$ cat config.mk
export PLATFORM = sky130hd
export DESIGN_NAME = mem_arbiter
export DESIGN_NICKNAME = d
export VERILOG_FILES = /design/src/rtl/mem_arb_pkg.sv /design/src/rtl/mem_arbiter_rr.sv /design/src/rtl/mem_arbiter.sv
export SDC_FILE = /design/constraint.sdc
export NUM_CORES = 1
export LEC_CHECK = 0
export ABC_CLOCK_PERIOD_IN_PS = 1900
export BUFFER_PORTS_ARGS = -buffer_cell sky130_fd_sc_hd__buf_2
export CORE_ASPECT_RATIO = 0.5
export CORE_MARGIN = 2
export CORE_UTILIZATION = 30
export DETAILED_ROUTE_END_ITERATION = 12
export PLACE_DENSITY = 0.66
export SLEW_MARGIN = 20
export SYNTH_ARGS = -nofsm -noshare
export SYNTH_HDL_FRONTEND = slang
export SYNTH_SLANG_ARGS = --single-unit
$ cat constraint.sdc
create_clock -name clk -period 1.9 [get_ports clk]
set_clock_uncertainty 0.15 [all_clocks]
set_input_delay 0.19 -clock clk [delete_from_list [all_inputs] [get_ports clk]]
set_output_delay 0.19 -clock clk [all_outputs]
set_load 0.03 [all_outputs]
$ cat src/rtl/mem_arb_pkg.sv
// mem_arb_pkg: shared types and constants for the memory-port arbiter.
// Also provides fallback values for the global `WIDTH / `ADDR_WIDTH defines
// when the surrounding build does not set them.

`ifndef WIDTH
`define WIDTH 8
`endif
`ifndef ADDR_WIDTH
`define ADDR_WIDTH 8
`endif

package mem_arb_pkg;

  // Sequencer states: arbitrate, hold the memory request, acknowledge.
  typedef enum logic [1:0] {
    IDLE  = 2'd0,
    ISSUE = 2'd1,
    DONE  = 2'd2
  } state_t;

  // Largest supported number of requesters.
  localparam int MAX_REQ = 4;

  // Default number of ISSUE cycles without ready before an abort.
  localparam int DEF_TIMEOUT_CYCLES = 16;

  // Width of an encoded grant index for n requesters (at least one bit).
  function automatic int idx_width(input int n);
    return (n <= 2) ? 1 : $clog2(n);
  endfunction

endpackage

$ cat src/rtl/mem_arbiter_rr.sv
// rr_arbiter: combinational round-robin picker. The requester after
// last_grant_i has highest priority, wrapping back to requester 0.

module rr_arbiter #(
  parameter int NUM_REQ = 2,
  parameter int IDX_W   = 1
) (
  input  logic [NUM_REQ-1:0] req_i,
  input  logic [IDX_W-1:0]   last_grant_i,
  output logic [NUM_REQ-1:0] gnt_o,
  output logic [IDX_W-1:0]   idx_o
);

  logic [NUM_REQ-1:0] mask_hi;
  logic [NUM_REQ-1:0] req_hi;
  logic [NUM_REQ-1:0] pick;

  // Requesters numbered above the last winner form the preferred group.
  for (genvar gi = 0; gi < NUM_REQ; gi++) begin : g_mask
    assign mask_hi[gi] = (IDX_W'(gi) > last_grant_i);
  end

  assign req_hi = req_i & mask_hi;
  assign pick   = (|req_hi) ? req_hi : req_i;

  // Lowest-numbered set bit of the chosen group wins.
  always_comb begin
    idx_o = '0;
    for (int i = NUM_REQ - 1; i >= 0; i--) begin
      if (pick[i]) begin
        idx_o = IDX_W'(i);
      end
    end
  end

  for (genvar gi = 0; gi < NUM_REQ; gi++) begin : g_gnt
    assign gnt_o[gi] = (|req_i) && (idx_o == IDX_W'(gi));
  end

endmodule

$ cat src/rtl/mem_arbiter.sv
// mem_arbiter: shares one valid/ready memory port among NUM_REQ requesters.
// A winner is latched in IDLE, held on the memory port in ISSUE until ready,
// then acknowledged with a one-cycle req_ready pulse in DONE.
// Optional feature: define MEM_ARB_TIMEOUT_EN to abort an ISSUE that sees
// no ready within TIMEOUT_CYCLES cycles (req_err flags the abort).

module mem_arbiter
  import mem_arb_pkg::*;
#(
  parameter int NUM_REQ        = 2,
  parameter int TIMEOUT_CYCLES = DEF_TIMEOUT_CYCLES
) (
  input  logic                           clk,
  input  logic                           rst,
  input  logic [NUM_REQ-1:0]             req_valid,
  input  logic [NUM_REQ-1:0]             req_wr_rd,
  input  logic [NUM_REQ*`ADDR_WIDTH-1:0] req_addr,
  input  logic [NUM_REQ*`WIDTH-1:0]      req_wdata,
  output logic [NUM_REQ-1:0]             req_ready,
  output logic                           req_err,
  output logic [`WIDTH-1:0]              rsp_rdata,
  output logic                           valid,
  output logic                           wr_rd,
  output logic [`ADDR_WIDTH-1:0]         addr,
  output logic [`WIDTH-1:0]              wdata,
  input  logic                           ready,
  input  logic [`WIDTH-1:0]              rdata
);

  localparam int IDX_W = idx_width(NUM_REQ);
  localparam int AW    = `ADDR_WIDTH;
  localparam int DW    = `WIDTH;

  // Reject unsupported configurations at elaboration.
  if (NUM_REQ < 2 || NUM_REQ > MAX_REQ || TIMEOUT_CYCLES < 1) begin : g_bad_cfg
    $error("mem_arbiter: NUM_REQ must be 2..4 and TIMEOUT_CYCLES >= 1");
  end

  state_t           state_q, state_d;
  logic [IDX_W-1:0] last_grant_q, last_grant_d;
  logic [IDX_W-1:0] grant_q, grant_d;
  logic             wr_rd_q, wr_rd_d;
  logic [AW-1:0]    addr_q, addr_d;
  logic [DW-1:0]    wdata_q, wdata_d;
  logic [DW-1:0]    rsp_rdata_q, rsp_rdata_d;

  logic [NUM_REQ-1:0] arb_gnt;
  logic [IDX_W-1:0]   arb_idx;

  logic [AW-1:0] req_addr_arr  [NUM_REQ];
  logic [DW-1:0] req_wdata_arr [NUM_REQ];

  // Unflatten the per-requester address and write-data buses.
  for (genvar gi = 0; gi < NUM_REQ; gi++) begin : g_unpack
    assign req_addr_arr[gi]  = req_addr[gi*AW +: AW];
    assign req_wdata_arr[gi] = req_wdata[gi*DW +: DW];
  end

  rr_arbiter #(
    .NUM_REQ (NUM_REQ),
    .IDX_W   (IDX_W)
  ) u_rr (
    .req_i        (req_valid),
    .last_grant_i (last_grant_q),
    .gnt_o        (arb_gnt),
    .idx_o        (arb_idx)
  );

`ifdef MEM_ARB_TIMEOUT_EN
  localparam int CNT_W = $clog2(TIMEOUT_CYCLES + 1);
  logic [CNT_W-1:0] cnt_q, cnt_d;
  logic             err_q, err_d;
`endif

  // Next-state logic: arbitration, memory wait, acknowledge.
  always_comb begin
    state_d      = state_q;
    last_grant_d = last_grant_q;
    grant_d      = grant_q;
    wr_rd_d      = wr_rd_q;
    addr_d       = addr_q;
    wdata_d      = wdata_q;
    rsp_rdata_d  = rsp_rdata_q;
`ifdef MEM_ARB_TIMEOUT_EN
    cnt_d        = cnt_q;
    err_d        = err_q;
`endif
    case (state_q)
      IDLE: begin
        if (|req_valid) begin
          state_d = ISSUE;
          grant_d = arb_idx;
          wr_rd_d = |(req_wr_rd & arb_gnt);
          addr_d  = req_addr_arr[arb_idx];
          wdata_d = req_wdata_arr[arb_idx];
`ifdef MEM_ARB_TIMEOUT_EN
          cnt_d   = '0;
          err_d   = 1'b0;
`endif
        end
      end
      ISSUE: begin
        if (ready) begin
          // Read data is captured for writes as well.
          rsp_rdata_d  = rdata;
          last_grant_d = grant_q;
          state_d      = DONE;
        end
`ifdef MEM_ARB_TIMEOUT_EN
        else if (cnt_q == CNT_W'(TIMEOUT_CYCLES - 1)) begin
          // Memory never answered: abort, still advancing the rotation.
          rsp_rdata_d  = '0;
          last_grant_d = grant_q;
          err_d        = 1'b1;
          state_d      = DONE;
        end else begin
          cnt_d = cnt_q + 1'b1;
        end
`endif
      end
      DONE: begin
        state_d = IDLE;
      end
      default: begin
        state_d = IDLE;
      end
    endcase
  end

  // State and datapath registers; reset clears everything immediately.
  always_ff @(posedge clk or negedge rst) begin
    if (!rst) begin
      state_q      <= IDLE;
      last_grant_q <= IDX_W'(NUM_REQ - 1);
      grant_q      <= '0;
      wr_rd_q      <= 1'b0;
      addr_q       <= '0;
      wdata_q      <= '0;
      rsp_rdata_q  <= '0;
    end else begin
      state_q      <= state_d;
      last_grant_q <= last_grant_d;
      grant_q      <= grant_d;
      wr_rd_q      <= wr_rd_d;
      addr_q       <= addr_d;
      wdata_q      <= wdata_d;
      rsp_rdata_q  <= rsp_rdata_d;
    end
  end

`ifdef MEM_ARB_TIMEOUT_EN
  // Timeout counter and abort flag for the current transaction.
  always_ff @(posedge clk or negedge rst) begin
    if (!rst) begin
      cnt_q <= '0;
      err_q <= 1'b0;
    end else begin
      cnt_q <= cnt_d;
      err_q <= err_d;
    end
  end

  assign req_err = (state_q == DONE) && err_q;
`else
  assign req_err = 1'b0;
`endif

  assign valid     = (state_q == ISSUE);
  assign wr_rd     = wr_rd_q;
  assign addr      = addr_q;
  assign wdata     = wdata_q;
  assign rsp_rdata = rsp_rdata_q;

  // One-hot acknowledge to the latched winner during DONE.
  for (genvar gi = 0; gi < NUM_REQ; gi++) begin : g_ack
    assign req_ready[gi] = (state_q == DONE) && (grant_q == IDX_W'(gi));
  end

endmodule

======== After elaboration in Yosys (flattened, before gate mapping) ========
Index checks and enable logic that the tools add are counted.
storage, ports and cells
  register bits ........................... 29
  bits of input ports ..................... 47
  word-level logic and storage cells ...... 42
cells by class
  $lt $le $gt $ge ......................... 3
  equality and inequality tests ........... 4
  muxes and demuxes ....................... 12
  bitwise operators ....................... 5
  reduce and logical (&&, ||, !) cells .... 11
operators with widths
  cell                number
  $mux 8              6
  $mux 2              3
  $reduce_and 2->1    3
  $reduce_or 2->1     3
  $and 2x2->2         2
  $logic_and 1x1->1   4
  $pmux 2 s2          1
  $eq 2x1->1 const B  1
  $eq 2x2->1 const B  1
  $ge 2x2->1 const B  1
  $gt 1x1->1 const A  2
  $logic_not 2->1     1
  $mux 1              2
  $ne 2x1->1 const B  1
  $ne 2x2->1 const B  1
  $not 1->1           2
  $not 1->2           1

======== Depth between registers and ports, before layout ========
Gate-level depths: netlist (run 1).
  depth in word-level cells ............... 10
  depth in mapped cells ................... 4
  mapped depth without buffers ............ 3

======== Modules after synthesis ========
Synthesis (run 1) repeated with hierarchy kept, for this count alone.
second synthesis, totals
  cell total of the unflattened synthesis .. 91
  area, all modules ....................... 1398.8 sq um
by module, submodules not included
  module       instances  cells an instance  area each (sq um)  seq. area each (sq um)
  mem_arbiter  1          87                 1372.6             726.9
  rr_arbiter   1          4                  26.3               0.0

======== Worst setup path before layout (run 1) ========
Ideal clock, no wire load.
  path type ............................... flip-flop to flip-flop
  from .................................... reg last_grant_q
  to ...................................... reg addr_q[3], in the netlist addr[3]
  arrival ................................. 1.372 ns
  data required time ...................... 1.625 ns
  slack ................................... 0.253 ns
  stages on the path, launching flop included .. 5
  buffers on the path ..................... 1
  clock period less this slack ............ 1.647 ns
  cell sequence ........................... dfstp_2 > a21boi_4 > buf_6 > mux2_2 > mux2_2
between the ends
  cells in the longest elaborated chain, start to end .. 10
  elaborated cells on any way between the ends .. 11
  those cells by class .................... 2 x order compare; 6 x mux; 2 x bitwise; 1 x reduce/logical
ends and longest elaborated chain
  item                                           RTL line              RTL
  start, declared                                mem_arbiter.sv:40     logic [IDX_W-1:0] last_grant_q, last_grant_d;
  start signal, assigned                         mem_arbiter.sv:134    last_grant_q <= IDX_W'(NUM_REQ - 1);
  start signal, assigned                         mem_arbiter.sv:142    last_grant_q <= last_grant_d;
  $gt 1x1->1                                     mem_arbiter_rr.sv:20  assign mask_hi[gi] = (IDX_W'(gi) > last_grant_i);
  $and 2x2->2 (*)                                mem_arbiter_rr.sv:23  assign req_hi = req_i & mask_hi;
  $reduce_or 2->1                                mem_arbiter_rr.sv:24  assign pick = (|req_hi) ? req_hi : req_i;
  $mux 2 (*)                                     mem_arbiter_rr.sv:24
  $mux 1                                         mem_arbiter_rr.sv:30  if (pick[i]) begin
  $mux 1 (*)                                     mem_arbiter_rr.sv:30
  $not 1->2 (not written as such) (*)            mem_arbiter.sv:94     addr_d = req_addr_arr[arb_idx];
  $mux 8 (not written as such) (*) (3 in a row)  mem_arbiter.sv:94
  end signal, assigned                           mem_arbiter.sv:145    addr_q <= addr_d;
  end, declared                                  mem_arbiter.sv:43     logic [AW-1:0] addr_q, addr_d;
Mark *: on every way between the ends. The rest lies on a longest branch, timed or not. The select of a mux whose other input is x is not followed.
A chain may end at the register's enable or synchronous reset.

======== Worst setup path after layout (run 1) ========
  from .................................... reg last_grant_q
  to ...................................... reg wdata_q[5], in the netlist wdata[5]
between the ends
  cells in the longest elaborated chain, start to end .. 10
  elaborated cells on any way between the ends .. 11
  those cells by class .................... 2 x order compare; 6 x mux; 2 x bitwise; 1 x reduce/logical
ends and longest elaborated chain
  item                                           RTL line              RTL
  $gt 1x1->1                                     mem_arbiter_rr.sv:20
  $and 2x2->2 (*)                                mem_arbiter_rr.sv:23
  $reduce_or 2->1                                mem_arbiter_rr.sv:24
  $mux 2 (*)                                     mem_arbiter_rr.sv:24
  $mux 1                                         mem_arbiter_rr.sv:30
  $mux 1 (*)                                     mem_arbiter_rr.sv:30
  $not 1->2 (not written as such) (*)            mem_arbiter.sv:95     wdata_d = req_wdata_arr[arb_idx];
  $mux 8 (not written as such) (*) (3 in a row)  mem_arbiter.sv:95
  end signal, assigned                           mem_arbiter.sv:146    wdata_q <= wdata_d;
  end, declared                                  mem_arbiter.sv:44     logic [DW-1:0] wdata_q, wdata_d;
Marked as above.

==> impl_results.md, run 1 <==
* Total clock buffers created by CTS at 5
* I/O pins at between 70 and 80
* Initial Utilization at 31.0%
* CP max stage cell: dfstp_2
* Initial antenna violation count at 0
* Max-slew headroom at between 50% and 60%
* Max_cap viols at 0
* Reported leakage power at about 0.95 nW
* Worst-case reg-to-reg path depth at 4
* End-of-flow core utilization at 44.6%
* Number of levels the H-tree was split into at 2
* Total congestion overflow after global routing at 0
* Maximum buffer depth of the clock tree at 2
* Post-DR wirelength/cell at roughly 13 um
* Post-synthesis xor/xnor area fraction at 0%
* Startpoint class of the critical path: flip-flop
* Hold Worst Slack at ~9.3 ps
* Die outline area at 5090 um2
* Largest family of logic cells by synthesized area: multiplexers
* Die width at a little under 100 um
* Total placed instance area at between 1500 and 2000 um2
* Pwr/cell area at 1690 nW/um2
* Layout Cell Area excl Fill at about 1900 um2
* Synthesized-area fraction occupied by adder cells at 0%
* Worst voltage drop across the vdd grid at between 0.7 and 0.8 mV
* Top cell by count, worst path: mux2_2
* Yosys warning total at 0
* Post-synthesis cell count at 88
* GP Congestion at 0.685
* Proportion of synthesized chip area in sequential cells at between 50% and 60%
* DRT Pass-1 Iters at 2
* Min cycle time layout at roughly 1600 ps
* Ordered list of cells on the worst path: a21boi_4 > buf_12 > mux2_2 > mux2_2
* Fraction of final layout cells with drive strength greater than 1 at roughly 75%
* Number of I/O port buffers at 74
* Biggest area consumer among synthesized cells: dfrtp_1
* Number of endpoints failing setup at the final stage at 0
* CP bufs+invs at 1
* CP max FO at 13
* Net count of the mapped netlist at between 100 and 150
* PostCTS Resize Cnt at 0
* Cells on Worst Hold Path at 2
* Final number of max-transition violations at 0
* Placeable core region at 4360 um2
* Via count of the first global-routing pass at approximately 1100
* Top cells by area in the synthesized netlist: dfrtp_1, mux2_2, dfstp_2, a21boi_4, nor3_4
* Routed wire length at 2930 um
* Synth unique cells at 18
* Post-route worst setup slack at approximately 320 ps
* CTS Sinks at 29
* Post-Synthesis Cell Area at between 1000 and 1500 um2
* Setup repair after global routing missed its margin: false
* HPWL reported at the end of detailed placement at between 2000 and 2500 um
* Count of nets after finishing at approximately 220
* Synth Area in Simple Gates at under 10%
* Type of destination of the critical path: flip-flop
* Number of stages on the worst setup path at 4
* Fillers at 430
* Vert. Die Dim at 51.4 um
* Share of the synthesized area in the top cell type at between 50% and 60%
* Avg Vias per Cell at 4.41
* Fmax at roughly 630 MHz
* Largest delay contributor family on the critical path: multiplexers
* Clk_lat worst skew at between 200 and 300 ps
* Classification of the worst setup path: flip-flop to flip-flop
* Minimum setup slack after placement at approximately 66 ps
* Mux contribution to synthesized area at a little over a third
* TritonCTS clock tree: done
* Mapped Avg Cell Area at approximately 15 um2
* Share of the clock period used by the worst path after layout at 83.1%
* Clk pin slew, worst setup/hold paths at 60 ps
* First-pass GRT wire length at roughly 4600 um
* Total of flip-flops plus latches after synthesis at 29
* Number of hold violations in the final report at 0
* Count of antenna-violating nets left after detailed routing at 0
* Worst hold-check path type: input port to flip-flop
* Transition at the pin with the smallest max-transition slack at 649 ps
* Clock tree root buffer cell: clkbuf_8
* DRC violation total after the first TritonRoute iteration at 37
* Footprint of the multi-input gates at 582 um2
* Number of design rule violations left after detail routing at 0
* Diode count at 0
* Delay contributed by the slowest stage of the critical path at 380 ps
* Maximum number of pins on one net before global-route repair at 30
* Run status: complete, no violations
* Vias at ~1000
* Synthesized-area fraction occupied by ao, oa, aoi and oai cells at 2.78%
* Post-Route Setup TNS at 0 ps
* Row count at 17
* GRT Overall Usage at a little under an eighth
* Layout Area Growth over Synthesis at 44.1%
* CP Data Required Time at about 1900 ps
* Sequential cell area at around 730 um2
* Critical path arrival at 1580 ps
[cell usage after synthesis, drive strengths merged]
library cell / instances
nor3b: 1
mux2: 43
nand2: 1
dfstp: 1
inv: 2
a21boi: 1
buf: 3
dfrtp: 28
a32o: 1
and3b: 1
nand2b: 1
and2b: 1
a21o: 1
nor2: 1
conb: 1
nor3: 1
[power breakdown]
group | switching, mW | total (mW) | internal [mW]
combinational | 0.967 | 1.67 | 0.702
clock | 0.213 | 0.507 | 0.295
sequential | 0.171 | 1.11 | 0.941
[worst register-to-register path: cells and delay by family, from the launching register on]
family          cells  cell delay (ps)
flops               1              380
compound gates      1              170
buf+inv             1              160
mux                 2              600
[layer usage]
| layer | share of wire (%) | global-route usage (%) | vias to the layer above | routed length [um] |
|---|---|---|---|---|
| li1 | - | - | 483 | - |
| met1 | 37 | 11.8 | 519 | 1100 |
| met2 | 56 | 23.5 | 20 | 1640 |
| met3 | 5.9 | 4.65 | 2 | 172 |
| met4 | 0.55 | 3.42 | 0 | 16 |
| met5 | 0 | 0 | - | 0 |
[flip-flops by register name, summed over array words and instances (netlist names)]
| signal | count |
|---|---|
| wr_rd | 1 |
| grant_q | 1 |
| addr | 8 |
| rsp_rdata | 8 |
| state_q | 2 |
| last_grant_q | 1 |
| wdata | 8 |
[stage by stage]
stage	instances	power, mW
2_1_floorplan	88	2.31
3_5_place_dp	217	2.80
3_3_place_gp	217	2.75
5_1_grt	232	3.50
4_1_cts	229	3.33
6_report	232	3.29
[final cells by class]
class,instances,area share [%]
Sequential cell,29,37.4
Multi-Input combinational cell,54,29.9
Timing Repair Buffer,82,24.1
Clock buffer,8,4.63
Tap cell,57,3.67
Inverter,2,0.386
[logic make-up (layout without fill, tap and decap cells)]
family | Yosys count | in the layout
flops | 29 | 29
compound gates | 3 | 3
buf+inv | 5 | 92
simple gates | 7 | 7
mux | 43 | 43
other cells | 1 | 1
[timing repair]
item,in CTS,in global routing
endpoints found under the setup margin,0,11
hold buffers,4,1
endpoints found under the hold margin,31,1
setup buffers,0,2
[path summary, 6_finish.rpt]
path / slack (ps) / end / startpoint
worst max register to register: 320 / wdata[5]$_DFFE_PN0P_ / last_grant_q$_DFFE_PN1P_
worst max-delay path: 320 / wdata[5]$_DFFE_PN0P_ / last_grant_q$_DFFE_PN1P_
worst min-delay path: 9 / rsp_rdata[0]$_DFFE_PN0P_ / rdata[0]
min in group asynchronous: 350 / wdata[3]$_DFFE_PN0P_ / rst
max in group asynchronous: 820 / grant_q$_DFFE_PN0P_ / rst
worst min register to register: 350 / rsp_rdata[2]$_DFFE_PN0P_ / rsp_rdata[2]$_DFFE_PN0P_
[cell usage in the layout (no fill, tap or decap)]
cell type      count
inv_1              2
clkbuf_8           6
and3b_1            1
nand2_2            1
nand2b_1           1
dfrtp_1           28
buf_2             74
nor3_4             1
buf_12             2
mux2_2            43
and2b_1            1
dfstp_2            1
buf_4              1
dlygate4sd3_1      5
a32o_1             1
nor3b_1            1
a21o_2             1
a21boi_4           1
clkbuf_1           2
conb_1             1
nor2_1             1
No activity file was read; power rests on OpenSTA's default activity.
==> run 2, diff against run 1 <==
Settings changed: ABC_CLOCK_PERIOD_IN_PS 1900 to 1500.
Clock period 1.9 ns to 1.5 ns, I/O delays scaled along.
==> run 2 against run 1 <==
Net effect: via count grew 2.1%; sequential share of layout area is 4.1 points lower; cell count is 5.6% higher; highest routed layer unchanged; core utilization increased by 5.5 points; the flow now finishes with violations (setup timing); count of clock-buffer cells in the layout fell by 2; total power grew 42%; fmax fell by 2.0%.
==> impl_results.md, run 2 (synthesis results as in run 1) <==
* Worst-case reg-to-reg path depth at 4
* Count of antenna-violating nets left after detailed routing at 0
* Transition at the pin with the smallest max-transition slack at between 600 and 700 ps
* Avg Vias per Cell at roughly 4.3
* Total congestion overflow after global routing at 0
* Run status: finished with violations
* Type of destination of the critical path: flip-flop
* Final number of max-transition violations at 0
* Routed wire length at 3090 um
* Min cycle time layout at ~1600 ps
* Delay contributed by the slowest stage of the critical path at 590 ps
* Metal1 wirelength at approximately 1300 um
* CP max FO at 7
* Setup repair after global routing missed its margin: true
* Critical path launch point: last_grant_q$_DFFE_PN1P_
* Worst hold-check path type: input port to flip-flop
* Clk_lat worst skew at about 270 ps
* Maximum number of pins on one net before global-route repair at 30
* Highest metal layer with signal wires: met4
* Failing checks: setup timing
* Diode count at 0
* Row count at 17
* First-pass GRT wire length at roughly 5000 um
* I/O pins at 76
* Internal power at around 2.9 mW
* Startpoint class of the critical path: flip-flop
* Minimum setup slack among reg-to-reg paths at -110 ps
* Clk pin slew, worst setup/hold paths at 60 ps
* Layout Cell Area excl Fill at approximately 2200 um2
* GRT Overall Usage at 12.7%
* Switching power of the nets at 1.82 mW
* Ordered list of cells on the worst path: a21boi_4 > buf_12 > mux2_4 > mux2_4
* Via count of the first global-routing pass at about 1100
* Placeable core region at around 4400 um2
* TritonCTS clock tree: done
* Critical path arrival at 1620 ps
* Post-DR wirelength/cell at 12.6 um
* Reported leakage power at 1.11 nW
* Fraction of final layout cells with drive strength greater than 1 at approximately 76%
* DRT Pass-1 Iters at 4
* Total clock buffers created by CTS at 5
* Cells on Worst Hold Path at 3
* Gate power share at roughly half
* Max-slew headroom at about three fifths
* DRC violation total after the first TritonRoute iteration at 20
* Total placed instance area at between 1500 and 2000 um2
* Post-route worst setup slack at -110 ps
* CP bufs+invs at 1
* Layout Area Growth over Synthesis at 61.9%
* Worst voltage drop across the vdd grid at about 0.56 mV
* CTS Sinks at 29
* Maximum buffer depth of the clock tree at 2
* Vert. Die Dim at a little over 50 um
* Met2 layer wire length in the routed design at around 1700 um
* Seq pwr share at 30.5%
* Share of the clock period used by the worst path after layout at 107%
* Switching share of power at between 30% and 40%
* Clock tree root buffer cell: clkbuf_8
* CP max stage cell: dfstp_2
* GP Congestion at between 0.7 and 0.8
* Fmax at around 620 MHz
* Initial antenna violation count at 0
* Top cell by count, worst path: mux2_4
* Startpoint of the most critical hold path: ready
* Number of levels the H-tree was split into at 2
* End-of-flow core utilization at about 50%
* Clock power frac at 17.9%
* Classification of the worst setup path: flip-flop to flip-flop
* Leading cell type in the layout, fill and taps excluded: buf_2
* Number of hold violations in the final report at 0
* Number of I/O port buffers at between 70 and 80
* Die width at between 90 and 100 um
* Count of nets after finishing at between 200 and 250
* Number of design rule violations left after detail routing at 0
* Die outline area at a little over 5000 um2
* FF-to-FF End: addr[3]$_DFFE_PN0P_
* Number of endpoints failing setup at the final stage at 17
* CP Data Required Time at about 1500 ps
* Max_cap viols at 0
* Hold Path Sink: state_q[0]$_DFFE_PN0P_
* Worst reg2reg path startpoint: last_grant_q$_DFFE_PN1P_
* Met3 wire len at around 110 um
* Vias at roughly 1000
* Most used cells in the layout excluding fill and tap cells: buf_2, dfrtp_1, mux2_2
* Pwr/cell area at 2140 nW/um2
* Largest delay contributor family on the critical path: flip-flops
* Initial Utilization at a little under a third
run 2: changes by cell type in the layout (fill, tap and decap cells not counted), sizes merged:
cell / previous run / this run
clkinvlp: 0 / 1
dlygate4sd3: 5 / 9
buf: 77 / 85
a21boi: 1 / 2
clkbuf: 8 / 6
bufinv: 0 / 1
run 2: area by class of cell:
class,instances,area [um2]
Fill cell,380,2170
Inverter,2,7.51
Clock buffer,6,82.6
Multi-Input combinational cell,55,671
Sequential cell,29,727
Clock inverter,2,37.5
Tap cell,57,71.3
Timing Repair Buffer,94,589
run 2: how the worst max path moves through the flow:
stage                                       to  slack, ps  cells after the start
after floorplan            addr[4]$_DFFE_PN0P_       -130                      4
after global placement     addr[0]$_DFFE_PN0P_       -350                      3
after detailed placement  wdata[2]$_DFFE_PN0P_       -380                      3
after CTS                  addr[3]$_DFFE_PN0P_       -120                      4
after global routing      wdata[0]$_DFFE_PN0P_       -150                      3
final                      addr[3]$_DFFE_PN0P_       -110                      4
run 2: per-layer routing:
metal	GRT usage, %	vias up
met4	3.42	0
li1	-	512
met3	3.83	5
met1	14.6	513
met2	23.5	16
met5	0	-
run 2: metrics by stage:
stage / TNS, ps / instances / total power [mW] / setup slack [ps] / hold WS (ps)
floorplan: -1250 / 88 / 3.05 / -128 / -296
global placement: -5170 / 223 / 3.69 / -352 / 58.7
detailed placement: -5440 / 223 / 3.73 / -380 / 64.7
CTS: -1660 / 245 / 4.71 / -121 / 24.3
global route: -2270 / 245 / 4.93 / -154 / 41.6
finish: -1580 / 245 / 4.67 / -110 / 30.1
run 2: repair_timing:
item	CTS	global route
setup endpoints to repair	23	23
hold buffers	9	0
cloned	1	0
hold endpoints to repair	36	0
gates resized for setup	6	3
pin swaps	2	2
buffers inserted	4	0
run 2: power by group through the flow:
stage	Clock (mW)	Combinational [mW]	Sequential, mW
finish	0.834	2.41	1.43
global route	0.894	2.55	1.48
floorplan	0	0.943	2.11
detailed placement	0	2.30	1.43
CTS	0.859	2.42	1.43
global placement	0	2.27	1.42
run 2: worst register-to-register path, delay by kind of cell, from the launching register on:
family | cells | cell delay (ps)
DFF | 1 | 590
muxes | 2 | 540
buffers and inverters | 1 | 140
AOI/OAI and AO/OA | 1 | 80
==> run 3, diff against run 2 <==
Settings changed: SKIP_CTS_REPAIR_TIMING set to 1, SLEW_MARGIN 20 to 10.
==> run 3 against run 2 <==
Net effect: worst setup slack worse by 1.1 ps; critical path type unchanged; sequential share of layout area is 0.70 points higher; total power is 1.3% lower; combinational power is 2% lower; critical endpoint is now wdata[2]$_DFFE_PN0P_; the flow still finishes with violations (setup timing); non-clock buffer count is 2 lower; register-to-register slack hardly changed; cell count is 1.2% lower; flip-flop and latch count stayed put; critical path depth stayed put; sequential power hardly changed.
==> impl_results.md, run 3 (synthesis results as in run 1) <==
* Maximum number of pins on one net before global-route repair at 30
* Post-DR wirelength/cell at approximately 12 um
* GP Congestion at approximately 0.71
* Reported leakage power at approximately 1.1 nW
* Post-route worst setup slack at -111 ps
* Avg Vias per Cell at approximately 4.2
* Post-Route Setup TNS at -1480 ps
* Fraction of final layout cells with drive strength greater than 1 at ~76%
* Min cycle time layout at about 1600 ps
* Run status: finished with violations
* Minimum setup slack after placement at -380 ps
* Fmax at roughly 620 MHz
* Transition at the pin with the smallest max-transition slack at between 600 and 700 ps
* Switching power of the nets at 1.79 mW
* TritonCTS clock tree: done
* DRT Pass-1 Iters at 4
* Failing checks: setup timing
* Minimum setup slack among reg-to-reg paths at -110 ps
* Layout Cell Area excl Fill at roughly 2100 um2
* Most used cells in the layout excluding fill and tap cells: buf_2, dfrtp_1, mux2_2
* GRT Overall Usage at a little under an eighth
* Clk_lat worst skew at 270 ps
* Vias at slightly above 1000
* Max-slew headroom at a little under three fifths
* Total congestion overflow after global routing at 0
* Number of levels the H-tree was split into at 2
* Row count at 17
* Total clock buffers created by CTS at 5
* Footprint of the multi-input gates at about 650 um2
* CP max FO at 13
* Hold Worst Slack at 31.9 ps
* Worst hold-check path type: input port to flip-flop
* Number of hold violations in the final report at 0
* Die outline area at slightly above 5000 um2
* Routed wire length at between 2000 and 3000 um
* Pwr/cell area at 2150 nW/um2
* Maximum buffer depth of the clock tree at 2
* Total placed instance area at roughly 1900 um2
* Initial Utilization at a little under a third
* Classification of the worst setup path: flip-flop to flip-flop
* Sequential cell area at just over 700 um2
* Cell count after placement at 223
* Final non-filler cell total at around 240
* Diode count at 0
* Initial antenna violation count at 0
* Final number of max-transition violations at 0
* Critical path arrival at roughly 1600 ps
* Clock power frac at between 10% and 20%
* Number of endpoints failing setup at the final stage at 17
* Worst voltage drop across the vdd grid at 0.565 mV
* Number of design rule violations left after detail routing at 0
* Startpoint class of the critical path: flip-flop
* Vert. Die Dim at 51.4 um
* Via count of the first global-routing pass at about 980
* CTS Sinks at 29
* Count of antenna-violating nets left after detailed routing at 0
* Internal power at between 2 and 3 mW
* FF-to-FF End: wdata[2]$_DFFE_PN0P_
* First-pass GRT wire length at 4510 um
* Layout Area Growth over Synthesis at 58.6%
* Cells on Worst Hold Path at 3
* Number of I/O port buffers at 74
* Seq pwr share at 30.7%
* Count of nets after finishing at 231
* Startpoint of the most critical hold path: ready
* Max_cap viols at 0
* Worst reg2reg path startpoint: last_grant_q$_DFFE_PN1P_
* Clk pin slew, worst setup/hold paths at around 60 ps
* Setup repair after global routing missed its margin: true
* DRC violation total after the first TritonRoute iteration at 24
* Leading cell type in the layout, fill and taps excluded: buf_2
* Die width at 98.9 um
* Gate power share at 51.3%
* I/O pins at 76
* CP Data Required Time at between 1500 and 2000 ps
* Worst-case reg-to-reg path depth at 4
* Placeable core region at approximately 4400 um2
* Fillers at roughly 390
* Share of the clock period used by the worst path after layout at 107%
* Switching share of power at between 30 and 40%
* Type of destination of the critical path: flip-flop
* Hold Path Sink: state_q[0]$_DFFE_PN0P_
* Clock tree root buffer cell: clkbuf_8
run 3: cell count changes in the layout (fill, tap and decap cells not counted), sizes merged:
cell	before	now
buf	85	83
a21boi	2	1
run 3: critical path, cell delays in order (launching register included):
cell,delay [ps]
dfstp_2,380
a21boi_4,200
buf_12,170
mux2_2,340
mux2_2,260
run 3: final cells by class:
type                       count  share of cell area [%]
clock buffer                   6                    3.86
clock inverter                 2                    1.75
inverter                       2                   0.351
multi-input combinational     54                    30.3
sequential                    29                    34.0
tap                           57                    3.33
timing repair buffer          92                    26.5
run 3: how the worst max path moves through the flow:
stage,startpoint,end,cells past startpoint
finish,last_grant_q$_DFFE_PN1P_,wdata[2]$_DFFE_PN0P_,4
floorplan,last_grant_q$_DFFE_PN1P_,addr[4]$_DFFE_PN0P_,4
global route,last_grant_q$_DFFE_PN1P_,wdata[2]$_DFFE_PN0P_,4
CTS,last_grant_q$_DFFE_PN1P_,wdata[2]$_DFFE_PN0P_,3
detailed placement,last_grant_q$_DFFE_PN1P_,wdata[2]$_DFFE_PN0P_,3
global placement,last_grant_q$_DFFE_PN1P_,addr[0]$_DFFE_PN0P_,3
run 3: power by group through the flow:
stage | Sequential, mW | Combinational, mW | Clock, mW
final | 1.42 | 2.37 | 0.831
after global routing | 1.47 | 2.50 | 0.894
after CTS | 1.42 | 2.31 | 0.859
after detailed placement | 1.43 | 2.30 | 0
after global placement | 1.42 | 2.27 | 0
after floorplan | 2.11 | 0.943 | 0
run 3: per-stage QoR:
stage | power [mW] | utilization [%]
after floorplan | 3.05 | -
after global placement | 3.69 | 43.2
after detailed placement | 3.73 | 43.2
after CTS | 4.59 | 46.0
after global routing | 4.86 | 49.1
final | 4.61 | 49.1
run 3: layer usage:
metal | GRT usage [%] | wire length (um) | vias to the layer above
met3 | 3.83 | 107 | 2
li1 | - | - | 506
met2 | 21.2 | 1570 | 15
met5 | 0 | 0 | -
met1 | 13.1 | 1290 | 501
met4 | 3.42 | 19 | 0
